File: config.mk
export PLATFORM = sky130hd
export DESIGN_NAME = alu_seq_multiplier_flat
export DESIGN_NICKNAME = d
export VERILOG_FILES = /design/src/rtl/alu_seq_multiplier_if.sv /design/src/rtl/alu_seq_multiplier.sv /design/src/flat_wrapper.sv
export SDC_FILE = /design/constraint.sdc
export NUM_CORES = 1
export LEC_CHECK = 0
export BUFFER_PORTS_ARGS = -buffer_cell sky130_fd_sc_hd__buf_2
export CAP_MARGIN = 20
export CORE_UTILIZATION = 45
export CTS_BUF_LIST = sky130_fd_sc_hd__clkbuf_4 sky130_fd_sc_hd__clkbuf_8 sky130_fd_sc_hd__clkbuf_16
export DETAILED_ROUTE_END_ITERATION = 8
export PLACE_DENSITY_LB_ADDON = 0.25
export SYNTH_ARGS = -nofsm -noshare
export SYNTH_HDL_FRONTEND = slang
export SYNTH_SLANG_ARGS = --single-unit
File: constraint.sdc
create_clock -name clk -period 3.7 [get_ports clk]
set_clock_uncertainty 0.05 [all_clocks]
set_input_delay 0.74 -clock clk [delete_from_list [all_inputs] [get_ports clk]]
set_output_delay 0.74 -clock clk [all_outputs]
set_load 0.02 [all_outputs]
File: src/rtl/alu_seq_multiplier_if.sv
// Handshake and data bundle between the control unit / register file and the
// sequential Booth multiplier.
interface alu_seq_multiplier_if #(
    parameter int WIDTH = 8
);
    logic                   start;
    logic [WIDTH-1:0]       data1;
    logic [WIDTH-1:0]       data2;
    logic                   busy;
    logic                   done;
    logic [2*WIDTH-1:0]     product;
    logic [WIDTH-1:0]       result;
    logic                   ovf;

    modport master (
        output start, data1, data2,
        input  busy, done, product, result, ovf
    );

    modport slave (
        input  start, data1, data2,
        output busy, done, product, result, ovf
    );
endinterface

File: src/rtl/alu_seq_multiplier.sv
// Multi-cycle signed radix-2 Booth multiplier, one step per clock; the low
// product byte feeds the ALU result mux and is held until the next completion.
module alu_seq_multiplier #(
    parameter int WIDTH = 8
) (
    input  logic                clk,
    input  logic                reset,
    alu_seq_multiplier_if.slave bus
);
    localparam int CW = $clog2(WIDTH) + 1;

    typedef enum logic {
        IDLE,
        RUN
    } state_t;

    state_t             state, state_next;

    logic [WIDTH:0]     acc_reg;
    logic [WIDTH:0]     m_reg;
    logic [WIDTH-1:0]   q_reg;
    logic               qm1_reg;
    logic [CW-1:0]      count_reg;
    logic [2*WIDTH-1:0] product_reg;
    logic               ovf_reg;
    logic               done_reg;

    logic [WIDTH:0]     step_sum;
    logic [WIDTH:0]     shift_acc;
    logic [WIDTH-1:0]   shift_q;
    logic               last_step;
    logic [2*WIDTH-1:0] final_product;
    logic [WIDTH:0]     product_upper;
    logic               final_ovf;

    // One Booth step: add/subtract M, then arithmetic shift of {A,Q,Q_-1}.
    // A is one bit wider than the operands so -128*-128 cannot overflow it.
    always_comb begin
        step_sum = acc_reg;
        case ({q_reg[0], qm1_reg})
            2'b01:   step_sum = acc_reg + m_reg;
            2'b10:   step_sum = acc_reg - m_reg;
            default: step_sum = acc_reg;
        endcase
        shift_acc     = {step_sum[WIDTH], step_sum[WIDTH:1]};
        shift_q       = {step_sum[0], q_reg[WIDTH-1:1]};
        last_step     = (count_reg == CW'(WIDTH - 1));
        final_product = {shift_acc[WIDTH-1:0], shift_q};
        product_upper = final_product[2*WIDTH-1:WIDTH-1];
        final_ovf     = (|product_upper) && !(&product_upper);
    end

    always_ff @(posedge clk) begin
        if (reset) begin
            state <= IDLE;
        end else begin
            state <= state_next;
        end
    end

    always_comb begin
        state_next = state;
        case (state)
            IDLE:    if (bus.start) state_next = RUN;
            RUN:     if (last_step) state_next = IDLE;
            default: state_next = IDLE;
        endcase
    end

    always_comb begin
        bus.busy    = (state == RUN);
        bus.done    = done_reg;
        bus.product = product_reg;
        bus.result  = product_reg[WIDTH-1:0];
        bus.ovf     = ovf_reg;
    end

    // Operands are latched only on acceptance in IDLE, so START or operand
    // changes during RUN are ignored; the result registers move only at the end.
    always_ff @(posedge clk) begin
        if (reset) begin
            acc_reg     <= '0;
            m_reg       <= '0;
            q_reg       <= '0;
            qm1_reg     <= 1'b0;
            count_reg   <= '0;
            product_reg <= '0;
            ovf_reg     <= 1'b0;
            done_reg    <= 1'b0;
        end else begin
            done_reg <= 1'b0;
            case (state)
                IDLE: begin
                    if (bus.start) begin
                        acc_reg   <= '0;
                        m_reg     <= {bus.data1[WIDTH-1], bus.data1};
                        q_reg     <= bus.data2;
                        qm1_reg   <= 1'b0;
                        count_reg <= '0;
                    end
                end
                RUN: begin
                    acc_reg   <= shift_acc;
                    q_reg     <= shift_q;
                    qm1_reg   <= q_reg[0];
                    count_reg <= count_reg + CW'(1);
                    if (last_step) begin
                        product_reg <= final_product;
                        ovf_reg     <= final_ovf;
                        done_reg    <= 1'b1;
                    end
                end
                default: ;
            endcase
        end
    end
endmodule

File: src/flat_wrapper.sv
// flat-port wrapper written by rule: the top's interface ports become plain ports
module alu_seq_multiplier_flat 
#(
    parameter int WIDTH = 8
)
  (clk, reset, bus_start, bus_data1, bus_data2, bus_busy, bus_done, bus_product, bus_result, bus_ovf);
  alu_seq_multiplier_if #(.WIDTH(WIDTH)) bus_i ();
  input  logic clk;
  input  logic reset;
  input wire logic [$bits(bus_i.start)-1:0] bus_start;
  input wire logic [$bits(bus_i.data1)-1:0] bus_data1;
  input wire logic [$bits(bus_i.data2)-1:0] bus_data2;
  output wire logic [$bits(bus_i.busy)-1:0] bus_busy;
  output wire logic [$bits(bus_i.done)-1:0] bus_done;
  output wire logic [$bits(bus_i.product)-1:0] bus_product;
  output wire logic [$bits(bus_i.result)-1:0] bus_result;
  output wire logic [$bits(bus_i.ovf)-1:0] bus_ovf;
  assign bus_i.start = bus_start;
  assign bus_i.data1 = bus_data1;
  assign bus_i.data2 = bus_data2;
  assign bus_busy = bus_i.busy;
  assign bus_done = bus_i.done;
  assign bus_product = bus_i.product;
  assign bus_result = bus_i.result;
  assign bus_ovf = bus_i.ovf;
  alu_seq_multiplier #(.WIDTH(WIDTH)) u_core (.clk(clk), .reset(reset), .bus(bus_i));
endmodule
# Word-level counts from Yosys, hierarchy flattened
# Index checks and enable logic that the tools add are counted.
op_classes:
  bitwise: 1
  muxes: 13
  n_eq_ne: 4
  n_addsub: 3
  reduce_logical: 7
ops:
  columns: ["cell", "n"]
  rows:
  - ["$pmux 9 s2", 2]
  - ["$pmux 8 s2", 1]
  - ["$add 9x9->9", 1]
  - ["$mux 9", 1]
  - ["$reduce_and 9->1", 1]
  - ["$reduce_or 9->1", 1]
  - ["$sub 9x9->9", 1]
  - ["$mux 8", 1]
  - ["$pmux 4 s2", 1]
  - ["$add 4x1->4 const B", 1]
  - ["$eq 4x3->1 const B", 1]
  - ["$mux 1", 4]
  - ["$mux 4", 1]
  - ["$pmux 1 s2", 2]
  - ["$reduce_and 2->1", 2]
  - ["$eq 2x1->1 const B", 1]
  - ["$eq 2x2->1 const B", 1]
  - ["$ne 2x2->1 const B", 1]
  - ["$reduce_or 2->1", 1]
  - ["$logic_and 1x1->1", 1]
  - ["$logic_not 1->1", 1]
  - ["$not 1->1", 1]
totals:
  register_bits: 49
  input_bits: 19
  word_cells: 37

# Logic depth before layout (Yosys ltp)
# Gate-level depths: netlist of run 1.
depth:
  depth_word: 5
  ltp_mapped: 13
  depth_no_buf: 13

# Least setup slack after synthesis of run 1
# No wires, ideal clock.
synth_path:
  path_kind: "register to register"
  start: "reg u_core.qm1_reg"
  end: "reg u_core.ovf_reg, in the netlist u_core.bus.ovf"
  arrival_time_ns: 2.706
  t_required_ns: 3.506
  slack_ns: 0.800
  path_stages_with_launch: 12
  period_less_slack_ns: 2.900
  path_cell_list: "dfxtp_1 inv_1 ha_1 clkbuf_1 mux2_2 fa_1 nor2b_1 a22oi_1 a2111oi_0 o211ai_1 o41ai_1 a41oi_1"
synth_via:
  elab_chain_cells: 5
  word_cells_on_any_way: 7
  cone_classes: "2 x eq/ne; 1 x mux; 4 x reduce/logical"
synth_lines:
  columns: ["element", "line_no", "text"]
  rows:
  - ["start, declared", "alu_seq_multiplier.sv:22", "logic qm1_reg;"]
  - ["start signal, assigned", "alu_seq_multiplier.sv:105", "qm1_reg <= q_reg[0];"]
  - ["$eq 2x2->1 / $eq 2x1->1 (equally long branches)", "alu_seq_multiplier.sv:40", "case ({q_reg[0], qm1_reg})"]
  - ["$pmux 9 s2 *", "alu_seq_multiplier.sv:40", null]
  - ["$reduce_and 9->1", "alu_seq_multiplier.sv:50", "final_ovf = (|product_upper) && !(&product_upper);"]
  - ["$logic_not 1->1", "alu_seq_multiplier.sv:50", null]
  - ["$logic_and 1x1->1 *", "alu_seq_multiplier.sv:50", null]
  - ["end signal, assigned", "alu_seq_multiplier.sv:109", "ovf_reg <= final_ovf;"]
  - ["end, declared", "alu_seq_multiplier.sv:25", "logic ovf_reg;"]
# Mark *: on every way between the ends. The rest lies on a longest branch, timed or not.
# A chain may end at the register's enable or synchronous reset.

# Final worst setup path of run 1
layout_path:
  start: "reg u_core.q_reg[0]"
  end: "reg u_core.ovf_reg, in the netlist u_core.bus.ovf"
layout_via:
  elab_chain_cells: 5
  word_cells_on_any_way: 7
  cone_classes: "2 x eq/ne; 1 x mux; 4 x reduce/logical"
layout_lines:
  columns: ["element", "line_no", "text"]
  rows:
  - ["start, declared", "alu_seq_multiplier.sv:21", "logic [WIDTH-1:0] q_reg;"]
  - ["start signal, assigned", "alu_seq_multiplier.sv:97", "q_reg <= bus.data2;"]
  - ["start signal, assigned", "alu_seq_multiplier.sv:104", "q_reg <= shift_q;"]
  - ["$eq 2x2->1 / $eq 2x1->1 (equally long branches)", "alu_seq_multiplier.sv:40", null]
  - ["$pmux 9 s2 *", "alu_seq_multiplier.sv:40", null]
  - ["$reduce_and 9->1", "alu_seq_multiplier.sv:50", null]
  - ["$logic_not 1->1", "alu_seq_multiplier.sv:50", null]
  - ["$logic_and 1x1->1 *", "alu_seq_multiplier.sv:50", null]
# Marks and branches as above.

==> impl_metrics.yaml, run 1 <==
outcome:
  status: "finished clean"
detailed_routing:
  wl_per_cell_um: 12.9
  wl_um: 5510
  final_antenna_net_count: 0
  vias: 2269
  drc: 0
  via_per_inst: 5.30
  dr.pass1.iters: 4
  drt_iter0_drc: 142
finish:
  nets: 386
  largest_reg_flops: 16
  drive_above_1_share_pct: 17.1
  final_common_cell: "nor2_1"
  final_cell_mix: "nor2_1 (60), dfxtp_1 (48), a21oi_1 (46)"
  antennaDiodeCount: 0
  synthToLayoutAreaGrowth_pct: 12.3
pwr:
  vdd_drop_max_mv: 0.198
  powerDensity_nw_per_um2: 401
  p_leak_nw: 1.29
sta:
  worst_slew_pin_slew_ps: 878
  rsz0062_at_grt: "no"
  min_period_ps: 3210
  slew-limit-headroom_pct: 41.3
  finalHoldViolCount: 0
  holdWs_ps: 417
  setup_viol: 0
  timing.final.crit_share_pct: 86.7
  drv_slew: 0
  fmax_ghz: 0.312
  setup_tns_ps: 0
clock_network:
  cts_max_path_buffers: 2
  cts_root_buf: "clkbuf_8"
  clock-sinks: 48
  cts_setup_buffers: 0
  cts_hold_buf: 0
  numCtsBuffers: 5
  cts_resized: 0
  clkTransAtPathRegs_ps: 90
  clock_latency_ps: 290
  cts_tree: "done"
  cts.htree.levels: 2
synthesis:
  yosysUniqueCellTypes: 46
  ys_seq_area_share_pct: 36.8
  post_synth_instance_area_um2: 2610
  synth_ff_type: "dfxtp_1"
  synth_edf_count: 0
  yosysWarnings: 0
  synth_area_per_cell_um2: 8.01
  synthCells: 326
  async_reset_ff_share_pct: 0
  syn_nets: 357
  ys_ff_latch: 48
global_route:
  grt_start_max_net_pins: 49
  antenna_found_initial: 0
  grtUsageTotal_pct: 19.1
  grt-ovfl-total: 0
  grt_pass1_wl_um: 9460
  grt_pass1_vias: 2037
placement:
  hpwl_um: 3940
  port_buffers: 45
  place_congestion: 0.789
setup_path:
  cp.required_ps: 3800
  path_cells: "ha_1 -> mux2_2 -> fa_1 -> xnor2_1 -> mux2i_1 -> inv_1 -> a2111oi_0 -> o211ai_1 -> o41ai_1 -> a41oi_1"
  cp_slowest_stage_delay_ps: 430
  cp-end-kind: "flop"
  startpoint_type: "flop"
  cpMaxStageDelayCell: "fa_1"
  path_max_fanout: 9
  r2r_start: "u_core.q_reg[0]$_SDFFE_PP0P_"
  cp.arrival_ps: 3310
  crit_path_start: "u_core.q_reg[0]$_SDFFE_PP0P_"
  critPathKind: "flop to flop"
hold_path:
  hold_path.class: "flop to flop"
  min_from: "u_core.bus.product[7]$_SDFFE_PP0P_"
floorplan:
  ios: 46
  die_area_um2: 6110
  chipWidth_um: 78.2
  die_y_um: 78.2
  num_rows: 27
  core_area_um2: 5540
  start_util_pct: 47.2
job:
  max_cap_violations: 0
## cell type report
type                            instances  area, um2
Inverter                                9       33.8
Tap cell                               72       90.1
Multi-Input combinational cell        242       1480
Clock inverter                          2       35.0
Fill cell                             565       2610
Timing Repair Buffer                   49        255
Sequential cell                        48        961
Clock buffer                            6       76.3
## layer usage
metal | wire length (um) | track usage (%) | vias up
li1 | - | - | 1180
met4 | 30 | 4.44 | 0
met2 | 2510 | 30.8 | 34
met1 | 2830 | 26.3 | 1051
met3 | 138 | 3.49 | 4
met5 | 0 | 0 | -
## cell families (layout without fill, tap and decap cells)
group	count (synthesis)	count (layout)	synth area share [%]
compound gates	72	72	16.7
xor+xnor	10	10	3.35
fa+ha+maj	12	12	6.03
buf+inv	36	66	6.51
flops	48	48	36.8
mux	18	18	6.94
simple gates	130	130	23.7
## synthesized netlist by cell type (2+ instances only)
cell | count | area [um2]
a211oi_1 | 3 | 22.5
a21o_1 | 4 | 30.0
a21oi_1 | 46 | 230
buf_1 | 4 | 15.0
buf_4 | 9 | 67.6
clkbuf_1 | 13 | 48.8
dfxtp_1 | 48 | 961
ha_1 | 11 | 138
inv_1 | 9 | 33.8
mux2i_1 | 17 | 170
nand2_1 | 24 | 90.1
nand2b_1 | 5 | 31.3
nand3_1 | 2 | 10.0
nand4b_1 | 2 | 17.5
nor2_1 | 60 | 225
nor2b_1 | 4 | 25.0
nor3_1 | 15 | 75.1
nor3b_1 | 10 | 75.1
o211ai_1 | 2 | 15.0
o21ai_0 | 4 | 20.0
xnor2_1 | 9 | 78.8
## where the power goes
part           switching (mW)  internal, mW
combinational           0.145         0.105
sequential             0.0153         0.532
clock                   0.170         0.208
## through the flow
stage	std cells	instance area [um2]	power, mW	setup slack [ps]	utilization [%]
final	428	2930	1.18	493	52.9
after global routing	428	2930	1.24	205	52.9
after CTS	428	2930	1.19	534	52.9
after detailed placement	420	2820	0.808	540	50.9
after global placement	420	2820	0.803	579	50.9
after floorplan	326	2610	0.753	800	-
## path summary, 6_finish.rpt
| path | end | slack (ps) | cells past startpoint |
|---|---|---|---|
| worst max-delay path | u_core.bus.ovf$_SDFFE_PP0P_ | 490 | 10 |
| worst min register to register | u_core.bus.product[7]$_SDFFE_PP0P_ | 420 | 2 |
| worst max register to register | u_core.bus.ovf$_SDFFE_PP0P_ | 490 | 10 |
| worst min-delay path | u_core.bus.product[7]$_SDFFE_PP0P_ | 420 | 2 |
## worst max-delay path, delay by kind of cell, from the launching register on
| kind | cells | cell delay [ps] |
|---|---|---|
| buffers and inverters | 1 | 100 |
| AO/OA/AOI/OAI | 4 | 1000 |
| adder cells (fa/ha/maj) | 2 | 760 |
| flip-flops | 1 | 360 |
| multiplexers | 2 | 660 |
| XOR/XNOR | 1 | 140 |
No activity file was read; power rests on OpenSTA's default activity.
==> run 2, diff against run 1 <==
- CELL_PAD_IN_SITES_DETAIL_PLACEMENT: unset -> 1
- CELL_PAD_IN_SITES_GLOBAL_PLACEMENT: unset -> 1
- CORE_UTILIZATION: 45 -> 41
==> impl_metrics.yaml, run 2 (synthesis gave the netlist of run 1 again) <==
outcome:
  status: "finished clean"
floorplan:
  core_area_um2: 6030
  ios: 46
  die_y_um: 81.8
  num_rows: 28
  chipWidth_um: 81.8
  die_area_um2: 6700
  start_util_pct: 43.4
pwr:
  switching_share_pct: 29.2
  combinationalPowerShare_pct: 21.4
  p_switching_uw: 346
  p_total_mw: 1.19
  vdd_drop_max_mv: 0.231
  p_seq_share_pct: 46.1
  p_leak_nw: 1.28
  pwr-share-clk_pct: 32.5
  powerDensity_nw_per_um2: 404
  p_int_uw: 841
global_route:
  antenna_found_initial: 0
  grt-ovfl-total: 0
  grt_pass1_wl_um: 10100
  grt_start_max_net_pins: 49
  grt_pass1_vias: 2179
  grtUsageTotal_pct: 19.5
setup_path:
  cpMaxStageDelayCell: "dfxtp_1"
  crit_family: "compound AO/OA/AOI/OAI gates"
  cp-end-kind: "flop"
  critical_path_buf_inv_count: 1
  path_cells: "inv_1 -> ha_1 -> nor2b_1 -> a21oi_1 -> xnor2_1 -> ha_1 -> o211ai_1 -> a21oi_1 -> o41ai_2 -> mux2i_1 -> xnor2_1 -> o41ai_1 -> a41oi_1"
  cp_slowest_stage_delay_ps: 400
  path_max_fanout: 4
  cp.required_ps: 3810
  startpoint_type: "flop"
  critPathKind: "flop to flop"
  cp.arrival_ps: 3280
placement:
  port_buffers: 45
  place_congestion: 0.824
  hpwl_um: 4580
  dp.cells: 423
clock_network:
  cts.htree.levels: 2
  cts_root_buf: "clkbuf_8"
  cts_max_path_buffers: 2
  cts_tree: "done"
  clkTransAtPathRegs_ps: 90
  numCtsBuffers: 5
  clock-sinks: 48
  clock_latency_ps: 300
  cts_hold_buf: 0
  cts_setup_buffers: 0
  cts_resized: 0
sta:
  fmax_ghz: 0.316
  worst_slew_pin_slew_ps: 898
  setup_viol: 0
  min_period_ps: 3170
  finalHoldViolCount: 0
  rsz0062_at_grt: "no"
  holdWs_ps: 417
  setup_tns_ps: 0
  slew-limit-headroom_pct: 40.0
  drv_slew: 0
  timing.final.crit_share_pct: 85.6
detailed_routing:
  drc: 0
  final_antenna_net_count: 0
  highest_layer: "met4"
  via_per_inst: 5.34
  dr.pass1.iters: 4
  wl_um: 6260
  wl_met2_um: 3070
  drt_iter0_drc: 86
  m1WireLength_um: 3030
  wl_per_cell_um: 14.5
  wl_met3_um: 141
  vias: 2300
finish:
  final_common_cell: "nor2_1"
  drive_above_1_share_pct: 17.1
  synthToLayoutAreaGrowth_pct: 12.5
  antennaDiodeCount: 0
  nets: 386
  final_cell_mix: "nor2_1 (60), dfxtp_1 (48), a21oi_1 (46)"
  final_cells: 431
  largest_reg_flops: 16
job:
  max_cap_violations: 0
hold_path:
  hold_path.class: "flop to flop"
[run 2: cell types whose count changed in the layout (fill, tap and decap cells not counted), sizes merged]
| cell | delta |
|---|---|
| clkbuf | -1 |
| clkinv | -1 |
| clkinvlp | +1 |
| inv | +1 |
[run 2: tightest hold or removal path, stage by stage, from the launching register on]
cell and delay, ps:
dfxtp_1 320, nand2_1 50, a21oi_1 50
[run 2: path summary, 6_finish.rpt]
kind,to,cells past startpoint,start,slack [ps]
setup reg to reg,u_core.bus.ovf$_SDFFE_PP0P_,13,u_core.m_reg[0]$_SDFFE_PP0P_,530
hold / removal,u_core.bus.product[6]$_SDFFE_PP0P_,2,u_core.bus.product[6]$_SDFFE_PP0P_,420
hold reg to reg,u_core.bus.product[6]$_SDFFE_PP0P_,2,u_core.bus.product[6]$_SDFFE_PP0P_,420
setup / recovery,u_core.bus.ovf$_SDFFE_PP0P_,13,u_core.m_reg[0]$_SDFFE_PP0P_,530
[run 2: final cells by class]
| class | instances | area, um2 |
|---|---|---|
| clock buffers | 5 | 68.8 |
| fillers | 780 | 3090 |
| inverters | 9 | 33.8 |
| repair buffers | 49 | 255 |
| well taps | 75 | 93.8 |
| flip-flops and latches | 48 | 961 |
| multi-input cells | 242 | 1480 |
| clock inverters | 3 | 46.3 |
[run 2: routing by layer]
layer / track usage (%) / vias to the layer above
li1: - / 1179
met4: 4.21 / 0
met5: 0 / -
met2: 33.3 / 24
met1: 25.4 / 1094
met3: 3.44 / 3
[run 2: power by group through the flow]
stage	Clock [mW]	Sequential (mW)	Combinational, mW
after floorplan	0	0.556	0.197
after global placement	0	0.559	0.248
after CTS	0.400	0.548	0.256
final	0.386	0.548	0.254
after global routing	0.421	0.550	0.285
after detailed placement	0	0.560	0.254
[run 2: through the flow]
| step | setup slack (ps) | util, % | area (um2) |
|---|---|---|---|
| floorplan | 800 | - | 2610 |
| global placement | 589 | 46.9 | 2830 |
| detailed placement | 508 | 46.9 | 2830 |
| CTS | 487 | 48.8 | 2940 |
| global route | 151 | 48.8 | 2940 |
| finish | 533 | 48.8 | 2940 |
